--- src/rtl/tara_media_saturada.sv ---
// Tare unit: subtracts a captured/averaged tare from raw samples and registers
// a saturated signed net weight, one cycle after each valid sample.
module tara_media_saturada #(
  parameter int WIDTH        = 16,
  parameter int DEFAULT_TARE = 50,
  parameter int AVG_LOG2     = 2
)(
  input  logic             clk,
  input  logic             rst_n,
  input  logic [WIDTH-1:0] entrada,
  input  logic             in_valid,
  input  logic             tare_req,
  input  logic             tare_clr,
  output logic [WIDTH-1:0] resultado,
  output logic             out_valid,
  output logic             sat,
  output logic             negativo,
  output logic             busy,
  output logic [WIDTH-1:0] tara
);
  localparam int AW = WIDTH + AVG_LOG2;
  localparam int CW = AVG_LOG2 + 1;
  localparam logic [CW-1:0]         LAST     = CW'((1 << AVG_LOG2) - 1);
  localparam logic [WIDTH-1:0]      DEF_TARE = WIDTH'(DEFAULT_TARE);
  localparam logic signed [WIDTH:0] MAXV     = {2'b00, {(WIDTH-1){1'b1}}};
  localparam logic signed [WIDTH:0] MINV     = {2'b11, {(WIDTH-1){1'b0}}};

  typedef enum logic {IDLE, CAPTURE} state_t;

  state_t            state_q;
  logic [AW-1:0]     acc_q, acc_sum;
  logic [CW-1:0]     cnt_q;
  logic [WIDTH-1:0]  tara_q, tara_avg;
  logic [WIDTH-1:0]  res_q, res_d;
  logic              sat_q, sat_d, neg_q, neg_d, vld_q, busy_q;
  logic signed [WIDTH:0] diff;

  always_comb begin
    diff  = $signed({1'b0, entrada}) - $signed({1'b0, tara_q});
    res_d = diff[WIDTH-1:0];
    sat_d = 1'b0;
    neg_d = diff[WIDTH];
    if (diff > MAXV) begin
      res_d = MAXV[WIDTH-1:0];
      sat_d = 1'b1;
    end else if (diff < MINV) begin
      res_d = MINV[WIDTH-1:0];
      sat_d = 1'b1;
    end
    // Accumulator is wide enough that the final sum never wraps.
    acc_sum  = acc_q + AW'(entrada);
    tara_avg = acc_sum[AW-1:AVG_LOG2];
  end

  always_ff @(posedge clk or negedge rst_n) begin
    if (!rst_n) begin
      state_q <= IDLE;
      acc_q   <= '0;
      cnt_q   <= '0;
      tara_q  <= DEF_TARE;
      res_q   <= '0;
      sat_q   <= 1'b0;
      neg_q   <= 1'b0;
      vld_q   <= 1'b0;
      busy_q  <= 1'b0;
    end else begin
      vld_q <= in_valid;
      if (in_valid) begin
        res_q <= res_d;
        sat_q <= sat_d;
        neg_q <= neg_d;
      end
      // Clear overrides both a new request and a completing capture.
      if (tare_clr) begin
        state_q <= IDLE;
        busy_q  <= 1'b0;
        tara_q  <= DEF_TARE;
        acc_q   <= '0;
        cnt_q   <= '0;
      end else begin
        case (state_q)
          IDLE: if (tare_req) begin
            state_q <= CAPTURE;
            busy_q  <= 1'b1;
            acc_q   <= '0;
            cnt_q   <= '0;
          end
          CAPTURE: if (in_valid) begin
            if (cnt_q == LAST) begin
              tara_q  <= tara_avg;
              state_q <= IDLE;
              busy_q  <= 1'b0;
            end else begin
              acc_q <= acc_sum;
              cnt_q <= cnt_q + CW'(1);
            end
          end
          default: state_q <= IDLE;
        endcase
      end
    end
  end

  assign resultado = res_q;
  assign out_valid = vld_q;
  assign sat       = sat_q;
  assign negativo  = neg_q;
  assign busy      = busy_q;
  assign tara      = tara_q;
endmodule
--- config.mk ---
export PLATFORM = sky130hd
export DESIGN_NAME = tara_media_saturada
export DESIGN_NICKNAME = d
export VERILOG_FILES = /design/src/rtl/tara_media_saturada.sv
export SDC_FILE = /design/constraint.sdc
export NUM_CORES = 1
export LEC_CHECK = 0
export ABC_AREA = 0
export CORE_ASPECT_RATIO = 1.1
export CORE_UTILIZATION = 50
export CTS_BUF_LIST = sky130_fd_sc_hd__clkbuf_4 sky130_fd_sc_hd__clkbuf_8
export DETAILED_ROUTE_END_ITERATION = 10
export GPL_TIMING_DRIVEN = 0
export PLACE_DENSITY_LB_ADDON = 0.12
export SLEW_MARGIN = 25
export SYNTH_ARGS = -nofsm -noshare
export SYNTH_HDL_FRONTEND = slang
export SYNTH_SLANG_ARGS = --single-unit
--- constraint.sdc ---
create_clock -name clk -period 3.35 [get_ports clk]
set_input_delay 0.5025 -clock clk [delete_from_list [all_inputs] [get_ports clk]]
set_output_delay 0.5025 -clock clk [all_outputs]
set_load 0.02 [all_outputs]
==> flow_results.org, run 1 <==
** Clock tree
- Root buffer cell :: clkbuf_8
- Hold-fix buffers at CTS :: 0
- No sink is reached through more buffers than the 2 on the longest clock path.
- Quantity of gates resized following cts :: 0
- TritonCTS built the clock tree.
- Number of clock sinks :: 58
- After clock tree synthesis, the clock-pin slew on the worst setup and hold paths is 0.08 ns.
- Insertion delay of the later-clocked pin in the worst-skew pair :: 0.35 ns
- H-tree depth :: 3
- CTS Buf Count :: 9
- Total setup buffers inserted after CTS :: 0

** Synthesis
- Fraction of the yosys area taken by sequential cells :: 35.0%
- Number of warning messages in the yosys log :: 0
- After synthesis, the share of flip-flops with an asynchronous set or reset is 100%.
- The biggest area contributor in the post-synthesis netlist is dfrtp_1.
- In this run the biggest area consumer among cell types represents around 33% of the synthesized area.
- Synthesis handed over a netlist of 450 instances.
- Number of different library cells in the post-synthesis netlist :: 68
- Average cell area after synthesis :: 9.24 um^2
- Main flop type after synthesis :: dfrtp_1
- Counting flops with a built-in enable in the synthesized netlist gives 0.
- In the post-synthesis netlist, the biggest area contributors are dfrtp_1 (33%), ha_1 (11%), a21oi_1 (4.7%), inv_1 (3.9%), a22o_1 (3.4%).
- Flip-flop and latch count after synthesis :: 58
- When the netlist entered floorplanning its net count stood at 508.
- Mapped cell area :: between 4000 and 5000 um^2

** Timing
- Max-slew headroom at the worst pin :: 55.0%
- The number of pins exceeding their max-slew limit in the final report was 0.
- On the final layout, the worst hold slack is 0.00183 ns.
- Setup violations remaining at the end of the flow were counted as 0.
- Worst Tran Pin Value :: ~0.67 ns
- Setup Skew :: 0.0129 ns
- Peak clock frequency supported by timing :: 0.337 GHz
- Final period util :: 88.5%
- The final hold violation count was 0.
- Setup repair after global routing left no endpoint under its margin.
- In the final timing run, aggregate negative setup slack is 0 ns.
- Final min period :: 2.96 ns

** Setup path
- STA classifies the critical path endpoint as a flip-flop.
- Slowest cell on the critical path :: clkdlybuf4s50_1
- Walking the worst path, the cells encountered are clkdlybuf4s50_1 -> inv_1 -> ha_1 -> fa_1 -> nor2b_1 -> o31a_1 -> o2111ai_1 -> a21o_2 -> a21oi_2 -> buf_4 -> nor2_1 -> o22ai_1.
- Req. time, crit path :: 3.61 ns
- STA classifies the critical path startpoint as an input port.
- In this design, the largest share of critical-path delay is due to compound AO/OA/AOI/OAI gates.
- At the worst endpoint, the arrival time is 3.23 ns.
- Worst setup path class :: input port to flip-flop
- Counting both buffers and inverters, the worst setup path holds a total of 3.
- In this run the worst path has a maximum fanout of 10.
- Critical Path Max Stage Delay :: 0.52 ns
- Flop2flop setup slack :: 0.70 ns

** Global routing
- Pin count of the biggest net entering global routing :: 42
- Number of antenna violations at the first check in global routing :: 0
- The via count of the first global-routing pass came to 3453.
- Total Routing Usage GR :: about 26%
- For this run the aggregate overflow at the end of global routing stands at 0.
- First-pass GRT wire length :: ~17000 um

** Die
- Area of the placeable core :: 8000 um^2
- For this design the top-level I/O count stands at 57.
- Starting Density :: 52.0%
- Die ar. :: 8690 um^2
- The die is about 98 um tall.
- Placement row count :: 34
- Die W :: between 80 and 90 um

** Placed design
- At the end of routability-driven placement, the weighted congestion stood at 0.893.
- Detailed placement finished with a half-perimeter wire length of between 8000 and 9000 um.
- The count of buffers added on input and output ports is 56.

** Layout
- Antenna diode count :: 0
- Registers take 1460 um^2.
- Synth-to-layout area growth :: 22.0%
- In the final layout, the multi-input gates occupy 2470 um^2.
- In the final design database the tool counted 576 nets.
- Of the cells placed in the final design, the portion with a size suffix greater than 1 is 12.6%.
- Fillers :: 717

** Power
- The internal portion of the total power is 1340 uW.
- VDD IR max :: 181 uV
- NetSw :: 662 uW
- Net switching is around 33% of the power.
- Dividing total power by cell area gives a power density of about 390 nW/um^2.
- Of the total power, registers draw between 30% and 40%.
- Combinational logic is responsible for roughly 28% of the overall power.
- Clock Power Share :: between 30% and 40%
- Leakage power :: about 0.0022 uW

** Route
- Aggregate routed wire length :: 10400 um
- For this run, the detailed router's first-pass iteration total came to 4.
- Total via count after detailed routing :: 3601
- Total DRC errors in the routed layout :: 0
- Using the TritonRoute via totals, the vias-per-cell ratio works out to 5.71.
- DR WL/cell :: between 15 and 20 um
- The first routing iteration left 165 violations.
- Number of routed nets with antenna violations :: 0

** Job
- Reported max-cap violation count :: 0

** Run status
- The flow ran to the end, and the final reports show no timing, DRC or antenna violations.

** Min path
- Classification of the worst-slack hold path :: input port to asynchronous set/reset pin
final cells by class:
class / count / share of cell area [%]
buffer: 15 / 1.48
multi-input combinational: 334 / 48.6
clock inverter: 7 / 1.55
tap: 108 / 2.66
clock buffer: 9 / 2.44
inverter: 43 / 3.18
sequential: 58 / 28.7
timing repair buffer: 57 / 11.4
power by group through the flow:
stage	Combinational [uW]	Clock [uW]	Sequential, uW
after floorplan	317	0	829
final	553	672	775
after global placement	541	0	787
after detailed placement	552	0	789
after global routing	608	716	781
after CTS	555	682	775
Yosys cell counts, types with 4 or more instances:
| master | instances |
|---|---|
| a21o_1 | 4 |
| a21oi_1 | 39 |
| a21oi_2 | 4 |
| a22o_1 | 16 |
| buf_2 | 6 |
| clkbuf_1 | 7 |
| dfrtp_1 | 55 |
| ha_1 | 35 |
| inv_1 | 43 |
| nand2_1 | 26 |
| nand2b_1 | 5 |
| nand3_1 | 6 |
| nor2_1 | 36 |
| nor2b_1 | 8 |
| nor3_1 | 5 |
| o211ai_1 | 4 |
| o21a_1 | 7 |
| o21ai_0 | 25 |
| o21ai_1 | 4 |
| o22ai_1 | 7 |
| o22ai_2 | 10 |
| o31ai_1 | 5 |
| xnor2_1 | 14 |
| xor2_1 | 7 |
routing by layer:
metal  GRT usage [%]  vias to the layer above  wire, um
met5               0                        -         0
met1            33.4                     1726      4540
met4            8.55                        0       226
met2            43.3                       86      5200
met3            4.59                       15       461
li1                -                     1774         -
final timing paths:
check                      cells past startpoint             to  startpoint
setup / recovery                              12  resultado[12]  entrada[0]
hold / removal                                 1   resultado[4]       rst_n
setup reg to reg                              10  resultado[12]     tara[0]
hold reg to reg                                2       acc_q[2]    acc_q[2]
max in group asynchronous                      2        tara[5]       rst_n
min in group clk                               2       acc_q[2]    acc_q[2]
cell usage in the layout, fill, tap and decap left out, drive strengths merged, types with 4 or more instances in the layout:
cell type      count
a211oi             6
a21o               7
a21oi             44
a22o              16
and4               4
buf               10
clkbuf            16
clkdlybuf4s50     55
dfrtp             55
ha                35
inv               44
nand2             27
nand2b             6
nand3              6
nor2              36
nor2b              8
nor3               5
o211ai             5
o21a               7
o21ai             30
o22ai             17
o31ai              7
or3                4
xnor2             14
xor2               7
flip-flops by register name, indices dropped and copies added, names as in the netlist:
name	cells
busy	1
negativo	1
cnt_q	3
state_q	1
out_valid	1
sat	1
tara	16
resultado	16
acc_q	18
worst reg2reg max path, cell delays in order (launching register included):
cell,delay (ns)
dfrtp_1,0.43
ha_1,0.22
fa_1,0.40
nor2b_1,0.20
o31a_1,0.18
o2111ai_1,0.14
a21o_2,0.25
a21oi_2,0.33
buf_4,0.25
nor2_1,0.08
o22ai_1,0.09
through the flow:
step / cells / setup WS [ns] / area [um^2] / total power, uW / util [%]
CTS: 631 / 0.337 / 5070 / 2010 / 63.5
global placement: 614 / -0.0831 / 4850 / 1330 / 60.7
finish: 631 / 0.386 / 5070 / 2000 / 63.5
detailed placement: 615 / -0.0232 / 4870 / 1340 / 60.9
global route: 631 / 0.0961 / 5070 / 2100 / 63.5
floorplan: 450 / 0.919 / 4160 / 1150 / -
logic make-up after synthesis:
group                      synth area share [%]
AOI/OAI and AO/OA                          29.0
and+or+nand+nor                            14.2
buffers and inverters                      5.69
DFF                                        35.0
adders and majority gates                  11.5
xor gates and xnor gates                   4.42
muxes                                     0.241
Power figures use the tool's default switching activity.
==> inputs of run 2 (changes only) <==
==> constraint.sdc (replaced) <==
create_clock -name clk -period 2.4 [get_ports clk]
set_input_delay 0.36 -clock clk [delete_from_list [all_inputs] [get_ports clk]]
set_output_delay 0.36 -clock clk [all_outputs]
set_load 0.02 [all_outputs]
==> run 2 against run 1 <==
Net effect: first-iteration DRC count fell by 10%; highest routed layer unchanged; wire length grew 8.8%; sequential share of layout area shrank 2.6 points; critical endpoint is now resultado[10]; power rose by 47%; worst hold slack better by 0.40 ns; combinational power is 64% higher; critical path depth is 1 lower; die area is the same; global-route usage is 1.3 points higher; clock skew is 0.0014 ns lower; the run now ends with negative setup slack left.
==> flow_results.org, run 2 (synthesized netlist as in run 1, its figures left out) <==
** Run status
- The run finished, with violations left.
- The final reports fail on negative setup slack.

** Route
- Ratio of routed vias to standard cells :: 5.65 (-1.1%)
- The total vias in the final route was 3681 (+2.2%).
- The total wire length after detailed routing is 11300 um (+8.8%).
- Number of routed nets with antenna violations :: 0 (unchanged)
- The average wire per cell in the routed design came to 17.4 um (+5.3%).
- The number of DRC markers in iteration 0 was 148 (-10%).
- The number of search-and-repair iterations in the first detailed-routing pass is 4 (unchanged).
- Total DRC errors in the routed layout :: 0 (unchanged)

** Timing
- The worst path in the final design needs a cycle of 2.45 ns, including I/O delays and setup.
- Max-slew headroom at the worst pin :: 56.2% (+1.1 points)
- Setup Skew :: 0.0115 ns (-0.00140 ns)
- Number of setup violations in the final report :: 15 (+15)
- Setup repair after global routing could not meet its margin everywhere.
- Final number of max-transition violations :: 0 (unchanged)
- The setup slack of the critical path after layout came to -0.0524 ns (-0.439 ns).
- Worst Tran Pin Value :: 0.658 ns (-0.0167 ns)
- Final period util :: 102%
- The minimum hold slack was 0.401 ns (+0.399 ns).
- The setup TNS is -0.315 ns (-0.315 ns).
- Peak clock frequency supported by timing :: roughly 0.41 GHz
- Number of endpoints with negative hold slack in the final report :: 0 (unchanged)

** Power
- VDD IR max :: 306 uV (+69%)
- The cell leakage power came to 0.00240 uW (+7.5%).
- Power density cells :: 526 nW/um^2 (+34%)

** Placed design
- The HPWL after detailed placement is 8090 um (-0.74%).
- The worst slack at placement is -0.838 ns (-0.814 ns).
- Gpl congestion :: 0.902 (+1.0%)
- Post-detailed-placement cell area :: 4880 um^2 (+0.18%)
- The cell count after placement came to 615 (unchanged).
- The number of buffers added on ports is 56 (unchanged).

** Clock tree
- Max Root-Sink Buffers :: 2 (unchanged)
- CTS Buf Count :: 9 (unchanged)
- TritonCTS built the clock tree.
- Number of clock sinks :: 58 (unchanged)
- The H-tree depth was 3 (unchanged).
- Clock-pin slew on the worst setup and hold paths :: 0.08 ns (about the same)
- The root buffer cell chosen for the clock tree is clkbuf_8.
- The clock insertion delay at the later pin of the skew report came to 0.35 ns (about the same).

** Layout
- The filler cell count is 653 (-8.9%).
- The proportion of layout cells with a drive suffix above 1 is 23.3% (+11 points).
- The multi-input gate area in the final layout came to 2760 um^2 (+12%).
- Relative to the synthesized area, the layout overhead comes to 34.2%.
- The number of diodes added for antenna fixing is 0 (unchanged).
- The area occupied by registers is 1460 um^2 (unchanged).
- Leading cell type in the layout, fill and taps excluded :: dfrtp_1
- The flip-flop count of the largest register, all copies and words added was 18 (unchanged).
- The cell area after layout was 5580 um^2 (+10%).
- The post-route non-filler standard cell count is 652 (+3.3%).
- Biggest register :: acc_q
- Net total in the final layout :: 597 (+3.6%)
- Commonest non-fill, non-tap cells in the layout :: dfrtp_1 (55), clkdlybuf4s50_1 (49), inv_1 (42), a21oi_1 (34), nor2_1 (32)

** Die
- The number of top-level pins was 57 (unchanged).
- The die width came to 89.0 um (unchanged).
- The number of placement rows is 34 (unchanged).
- Starting Density :: 52.0% (unchanged)
- Floorplan die height :: 97.7 um (unchanged)
- Die ar. :: 8690 um^2 (unchanged)
- Area of the placeable core :: 8000 um^2 (unchanged)

** Setup path
- The worst setup path is launched from a flip-flop.
- STA classifies the critical path endpoint as a flip-flop.
- Req. time, crit path :: 2.67 ns (-0.94 ns)
- The slowest stage of the critical path is the dfrtp_1 cell.
- Flop2flop setup slack :: -0.05 ns (-0.75 ns)
- The critical path is of the flip-flop to flip-flop type.
- Critical Path Max Stage Delay :: 0.41 ns (-0.11 ns)
- Critical Path Fanout Max :: 6 (-4)
- The signal on the critical path passes through ha_2 -> fa_2 -> nor2b_2 -> o31a_1 -> o2111ai_2 -> a21o_2 -> buf_6 -> a21oi_4 -> buf_6 -> nor4_4 -> o22ai_1.
- Data arrival, critical path :: 2.72 ns (-0.51 ns)
- The cell that appears most often on the critical path is buf_6.

** Global routing
- The initial antenna violation count is 0 (unchanged).
- Gr ovfl total :: 0 (unchanged)
- First-pass GRT wire length :: 18000 um (+5.4%)
- Total Routing Usage GR :: 27.2% (+1.3 points)
- The via count of the first global-routing pass was 3632 (+5.2%).
- The pin count of the biggest net entering global routing was 42 (unchanged).

** Min path
- Classification of the worst-slack hold path :: input port to asynchronous set/reset pin

** Job
- Reported max-cap violation count :: 0 (unchanged)
run 2: routing by layer:
| metal | up-vias | track usage [%] | wire [um] |
|---|---|---|---|
| li1 | 1814 | - | - |
| met1 | 1755 | 33.8 | 4900 |
| met2 | 83 | 45.6 | 5740 |
| met3 | 29 | 3.74 | 332 |
| met4 | 0 | 13.3 | 374 |
| met5 | - | 0 | 0 |
run 2: what timing repair did:
action | 4_1_cts | 5_1_grt
pin swaps | 12 | 24
gates cloned | 2 | 0
hold buffers | 1 | 0
setup endpoints to repair | 28 | 43
gates resized for setup | 44 | 34
endpoints found under the hold margin | 17 | 0
buffers inserted | 10 | 8
run 2: final cells by class:
type / count / area share, %
Multi-Input combinational cell: 334 / 49.5
Clock buffer: 9 / 2.22
Tap cell: 108 / 2.42
Sequential cell: 58 / 26.1
Timing Repair Buffer: 78 / 13.7
Buffer: 15 / 1.75
Inverter: 43 / 2.89
Clock inverter: 7 / 1.41
run 2: path summary, 6_finish.rpt:
kind	from	to	cells after the start
worst min-delay path	rst_n	resultado[3]	2
max in group asynchronous	rst_n	tara[5]	3
worst max-delay path	tara[0]	resultado[10]	11
worst max register to register	tara[0]	resultado[10]	11
worst min register to register	acc_q[2]	acc_q[2]	2
min in group clk	acc_q[2]	acc_q[2]	2
run 2: stage by stage:
step	utilization [%]	power, uW
after floorplan	-	1600
after global placement	60.8	1850
after detailed placement	61.0	1870
after CTS	67.1	2880
after global routing	69.8	3070
final	69.8	2940
run 2: critical path, delay by kind of cell, from the launching register on:
| kind | cells | cell delay (ns) |
|---|---|---|
| AOI/OAI and AO/OA | 5 | 0.92 |
| adders and majority gates | 2 | 0.53 |
| buffers and inverters | 2 | 0.31 |
| DFF | 1 | 0.41 |
| and+or+nand+nor | 2 | 0.18 |
run 2: where the power goes:
group	switching (uW)	leakage [uW]	internal [uW]
clock network	461	0.0000921	486
registers	41.0	0.000753	1040
logic	491	0.00156	414
total	993	0.00240	1940
==> variant 1: new RTL, flow settings as in run 2 <==
Change the parameter `WIDTH` from 16 to 18.
--- a/src/rtl/tara_media_saturada.sv
+++ b/src/rtl/tara_media_saturada.sv
@@ -1,7 +1,7 @@
 // Tare unit: subtracts a captured/averaged tare from raw samples and registers
 // a saturated signed net weight, one cycle after each valid sample.
 module tara_media_saturada #(
-  parameter int WIDTH        = 16,
+  parameter int WIDTH        = 18,
   parameter int DEFAULT_TARE = 50,
   parameter int AVG_LOG2     = 2
 )(
Interface: changed (resized entrada, resultado and tara); port bits go from 57 to 63. No check against the original RTL was run, so the function may have changed too.
==> variant 1 against run 2 <==
Maximum frequency shrank 6.0%; synthesized area rose by 2.1%; routed wire length grew 2.5%; count of clock-buffer cells in the layout up 4; worst setup slack got worse by 160 ps; the flow still finishes with violations (negative setup slack); final area is 2.3% higher; largest cell class unchanged; total power is 3.4% higher; sequential cell count increased by 6.
==> variant 1: results (changes against run 2) <==
\begin{tabular}{lr}
\hline
Metric & Value \\
\hline
\multicolumn{2}{l}{\textbf{Status}} \\
\quad Outcome & finished, violations left \\
\quad Failing checks & negative setup slack \\
\multicolumn{2}{l}{\textbf{Layout}} \\
\quad Final layout net count & 607 (+1.7\%) \\
\quad Non-filler instance count after layout & 657 (+0.77\%) \\
\quad Area delta synth->final & 34.53\% \\
\multicolumn{2}{l}{\textbf{Placement}} \\
\quad Sum of net half-perimeters after detailed placement & 8377 um (+3.6\%) \\
\quad Count of port buffers added during placement & 62 (+11\%) \\
\quad Placed standard-cell area & 5131 um\^{}2 (+5.1\%) \\
\quad Dpl ws & -824.3 ps (+13.28 ps) \\
\multicolumn{2}{l}{\textbf{Critical path}} \\
\quad Crit path arrival time & 2840 ps (+120 ps) \\
\quad CP max FO & 5 (-1) \\
\quad Cell at the slowest stage of the critical path & sky130\_fd\_sc\_hd\_\_dfstp\_2 \\
\multicolumn{2}{l}{\textbf{GRT}} \\
\quad Met3 global-route usage & 4.475\% (+0.74 points) \\
\quad Met1 layer usage reported by global route & 34.00\% (+0.23 points) \\
\quad Pin count of the biggest net entering global routing & 47 (+12\%) \\
\quad First-pass GRT wire length & 18500 um (+3.0\%) \\
\quad Met2 Usage GRT & 44.85\% (-0.77 points) \\
\multicolumn{2}{l}{\textbf{Yosys}} \\
\quad Total nets after synthesis & 515 (+1.4\%) \\
\quad Netlist cell types & 54 (-21\%) \\
\quad Sequential area share after synthesis & 37.80\% (+2.8 points) \\
\quad Fraction of synthesized cell area in xor and xnor cells & 5.775\% (+1.4 points) \\
\quad Top cells by area in the synthesized netlist & sky130\_fd\_sc\_hd\_\_dfrtp\_1 (36\%), sky130\_fd\_sc\_hd\_\_ha\_1 (11\%), sky130\_fd\_sc\_hd\_\_a21oi\_1 (4.2\%) \\
\multicolumn{2}{l}{\textbf{Clock network}} \\
\quad Number of gates resized after cts & 34 (-23\%) \\
\multicolumn{2}{l}{\textbf{Pwr}} \\
\quad Worst ir drop on vdd & 287.5 uV (-6.0\%) \\
\multicolumn{2}{l}{\textbf{Timing}} \\
\quad Setup ws final & -208.5 ps (-156.1 ps) \\
\quad Worst slew margin relative to its limit & 60.01\% (+3.8 points) \\
\quad Worst hold slack after final layout & 418.0 ps (+17.11 ps) \\
\quad Final Setup Violations & 22 (+7) \\
\multicolumn{2}{l}{\textbf{Routing}} \\
\quad Post-detailed-routing wire length & 11620 um (+2.5\%) \\
\hline
\end{tabular}
## variant 1: cell types whose count changed in the layout (fill, tap and decap cells not counted), moves of 4 or more
cell	before	now
sky130_fd_sc_hd__inv_1	42	23
sky130_fd_sc_hd__o2bb2ai_1	0	16
sky130_fd_sc_hd__o22ai_2	11	0
sky130_fd_sc_hd__a21o_1	4	14
sky130_fd_sc_hd__a21oi_1	34	28
sky130_fd_sc_hd__clkdlybuf4s50_1	49	55
sky130_fd_sc_hd__nand2_1	26	32
sky130_fd_sc_hd__o21ai_1	9	3
sky130_fd_sc_hd__o21ai_0	19	24
sky130_fd_sc_hd__a22o_1	16	20
sky130_fd_sc_hd__dfrtp_2	0	4
## variant 1: per-layer routing
metal | share of wire (%) | up-vias
met5 | 0 | -
met4 | 2.4 | 0
met3 | 4.8 | 25
met2 | 49 | 126
met1 | 44 | 1871
li1 | - | 1863
## variant 1: cells by family (layout without fill, tap and decap cells)
family,after synthesis,in the layout
AO/OA/AOI/OAI,173,173
flip-flops,64,64
multiplexers,3,3
XOR/XNOR,28,28
AND/OR/NAND/NOR,103,103
buffers and inverters,41,138
adder cells (fa/ha/maj),40,40
## variant 1: area by class of cell
class / instances / share of cell area, %
Multi-Input combinational cell: 347 / 48.97
Clock buffer: 13 / 2.913
Inverter: 26 / 1.752
Timing Repair Buffer: 82 / 13.91
Sequential cell: 64 / 28.19
Clock inverter: 3 / 0.3066
Buffer: 14 / 1.599
Tap cell: 108 / 2.365
## variant 1: critical path, delay by kind of cell (launching register included)
family                   cells  cell delay (ps)
buffers and inverters        2              230
flip-flops                   1              560
AO/OA/AOI/OAI                5             1060
adder cells (fa/ha/maj)      1              350
AND/OR/NAND/NOR              2              280
## variant 1: power breakdown
group	internal, uW	switching, uW
clock	452	433
sequential	1160	50.9
combinational	432	507
==> variant 2: new RTL, settings of run 2 <==
Without the edit above. Register the inputs `entrada`, `in_valid`, `tare_req` and `tare_clr` before use, without a reset. The logic sees them one clock later.
--- a/src/rtl/tara_media_saturada.sv
+++ b/src/rtl/tara_media_saturada.sv
@@ -27,6 +27,18 @@
 
   typedef enum logic {IDLE, CAPTURE} state_t;
 
+  logic [WIDTH-1:0] entrada_q;
+  logic in_valid_q;
+  logic tare_req_q;
+  logic tare_clr_q;
+
+  always_ff @(posedge clk) begin
+    entrada_q  <= entrada;
+    in_valid_q <= in_valid;
+    tare_req_q <= tare_req;
+    tare_clr_q <= tare_clr;
+  end
+
   state_t            state_q;
   logic [AW-1:0]     acc_q, acc_sum;
   logic [CW-1:0]     cnt_q;
@@ -36,7 +48,7 @@
   logic signed [WIDTH:0] diff;
 
   always_comb begin
-    diff  = $signed({1'b0, entrada}) - $signed({1'b0, tara_q});
+    diff  = $signed({1'b0, entrada_q}) - $signed({1'b0, tara_q});
     res_d = diff[WIDTH-1:0];
     sat_d = 1'b0;
     neg_d = diff[WIDTH];
@@ -48,7 +60,7 @@
       sat_d = 1'b1;
     end
     // Accumulator is wide enough that the final sum never wraps.
-    acc_sum  = acc_q + AW'(entrada);
+    acc_sum  = acc_q + AW'(entrada_q);
     tara_avg = acc_sum[AW-1:AVG_LOG2];
   end
 
@@ -64,14 +76,14 @@
       vld_q   <= 1'b0;
       busy_q  <= 1'b0;
     end else begin
-      vld_q <= in_valid;
-      if (in_valid) begin
+      vld_q <= in_valid_q;
+      if (in_valid_q) begin
         res_q <= res_d;
         sat_q <= sat_d;
         neg_q <= neg_d;
       end
       // Clear overrides both a new request and a completing capture.
-      if (tare_clr) begin
+      if (tare_clr_q) begin
         state_q <= IDLE;
         busy_q  <= 1'b0;
         tara_q  <= DEF_TARE;
@@ -79,13 +91,13 @@
         cnt_q   <= '0;
       end else begin
         case (state_q)
-          IDLE: if (tare_req) begin
+          IDLE: if (tare_req_q) begin
             state_q <= CAPTURE;
             busy_q  <= 1'b1;
             acc_q   <= '0;
             cnt_q   <= '0;
           end
-          CAPTURE: if (in_valid) begin
+          CAPTURE: if (in_valid_q) begin
             if (cnt_q == LAST) begin
               tara_q  <= tara_avg;
               state_q <= IDLE;
Formal check against the unedited RTL: not equivalent (Yosys sat finds a counterexample within 4 cycles, from zero or initial values and one cycle with rst_n low).
==> variant 2 against run 2 <==
The run still ends with negative setup slack left; worst hold slack worse by 48 ps; sequential cell count increased by 19; total power rose by 16%; final area increased by 7.9%; first-iteration DRC count increased by 24%; sequential share of layout area up 4.6 points; routed wire length rose by 5.7%; non-clock buffer count grew 16; synthesized area up 4.4%; count of clock-buffer cells in the layout did not move; worst setup slack worse by 120 ps; critical path type unchanged; largest cell class unchanged; largest power group unchanged; highest routed layer unchanged.
==> variant 2: results (changes against run 2) <==
\begin{tabular}{lr}
\hline
Metric & Value \\
\hline
\multicolumn{2}{l}{\textbf{Yosys}} \\
\quad Adder and majority gate portion of the synthesized area & 11.24\% (-0.25 points) \\
\quad Most numerous cell types in the synthesized netlist & sky130\_fd\_sc\_hd\_\_dfrtp\_1 (55), sky130\_fd\_sc\_hd\_\_a21oi\_1 (38), sky130\_fd\_sc\_hd\_\_ha\_1 (35) \\
\quad Netlist cell types & 61 (-10\%) \\
\quad Total nets after synthesis & 507 (-0.20\%) \\
\quad Synthesized instance count & 449 (-0.22\%) \\
\multicolumn{2}{l}{\textbf{Timing}} \\
\quad Final Setup Violations & 14 (-1) \\
\quad Setup ws final & -171.1 ps (-118.7 ps) \\
\quad Clock tree skew after final layout & 18.76 ps (+7.231 ps) \\
\quad Worst hold slack after final layout & 352.6 ps (-48.23 ps) \\
\multicolumn{2}{l}{\textbf{Layout}} \\
\quad Count of non-CTS buffers in the layout & 109 (+17\%) \\
\quad Count of filler cells inserted in the layout & 632 (-3.2\%) \\
\quad Area delta synth->final & 38.83\% \\
\quad Proportion of final cell area spent on non-clock buffers & 16.18\% (+0.69 points) \\
\multicolumn{2}{l}{\textbf{Critical path}} \\
\quad CP max FO & 2 (-4) \\
\quad Crit path arrival time & 2850 ps (+130 ps) \\
\multicolumn{2}{l}{\textbf{Routing}} \\
\quad Post-detailed-routing wire length & 11990 um (+5.7\%) \\
\quad DR pass1 iterations & 6 (+2) \\
\quad Wire length on met3 & 447 um (+35\%) \\
\multicolumn{2}{l}{\textbf{Clock network}} \\
\quad Worst-Skew Late Latency & 370 ps (+20 ps) \\
\multicolumn{2}{l}{\textbf{Placement}} \\
\quad Weighted congestion at the end of routability-driven global placement & 0.9001 (-0.24\%) \\
\quad Dpl ws & -330.4 ps (+507.2 ps) \\
\multicolumn{2}{l}{\textbf{Status}} \\
\quad Outcome & finished, violations left \\
\quad Failing checks & negative setup slack \\
\multicolumn{2}{l}{\textbf{GRT}} \\
\quad First-pass GRT wire length & 18190 um (+1.3\%) \\
\multicolumn{2}{l}{\textbf{Floorplan}} \\
\quad Count of standard-cell rows & 35 (+2.9\%) \\
\hline
\end{tabular}
-- variant 2: cell count changes after synthesis, moves of 4 or more --
| cell | before | now |
|---|---|---|
| sky130_fd_sc_hd__o22ai_2 | 10 | 0 |
| sky130_fd_sc_hd__o2bb2ai_1 | 0 | 13 |
| sky130_fd_sc_hd__dfxtp_1 | 0 | 19 |
| sky130_fd_sc_hd__clkbuf_1 | 7 | 12 |
| sky130_fd_sc_hd__inv_1 | 43 | 25 |
| sky130_fd_sc_hd__o22ai_1 | 7 | 0 |
| sky130_fd_sc_hd__o21ai_0 | 25 | 31 |
| sky130_fd_sc_hd__a211oi_1 | 3 | 8 |
| sky130_fd_sc_hd__buf_2 | 6 | 2 |
-- variant 2: timing repair --
action | CTS | global route
resized for setup | 33 | 71
buffers inserted | 19 | 19
pin swaps | 18 | 45
cloned | 1 | 1
setup endpoints to repair | 28 | 46
hold endpoints to repair | 19 | 0
hold buffers | 1 | 0
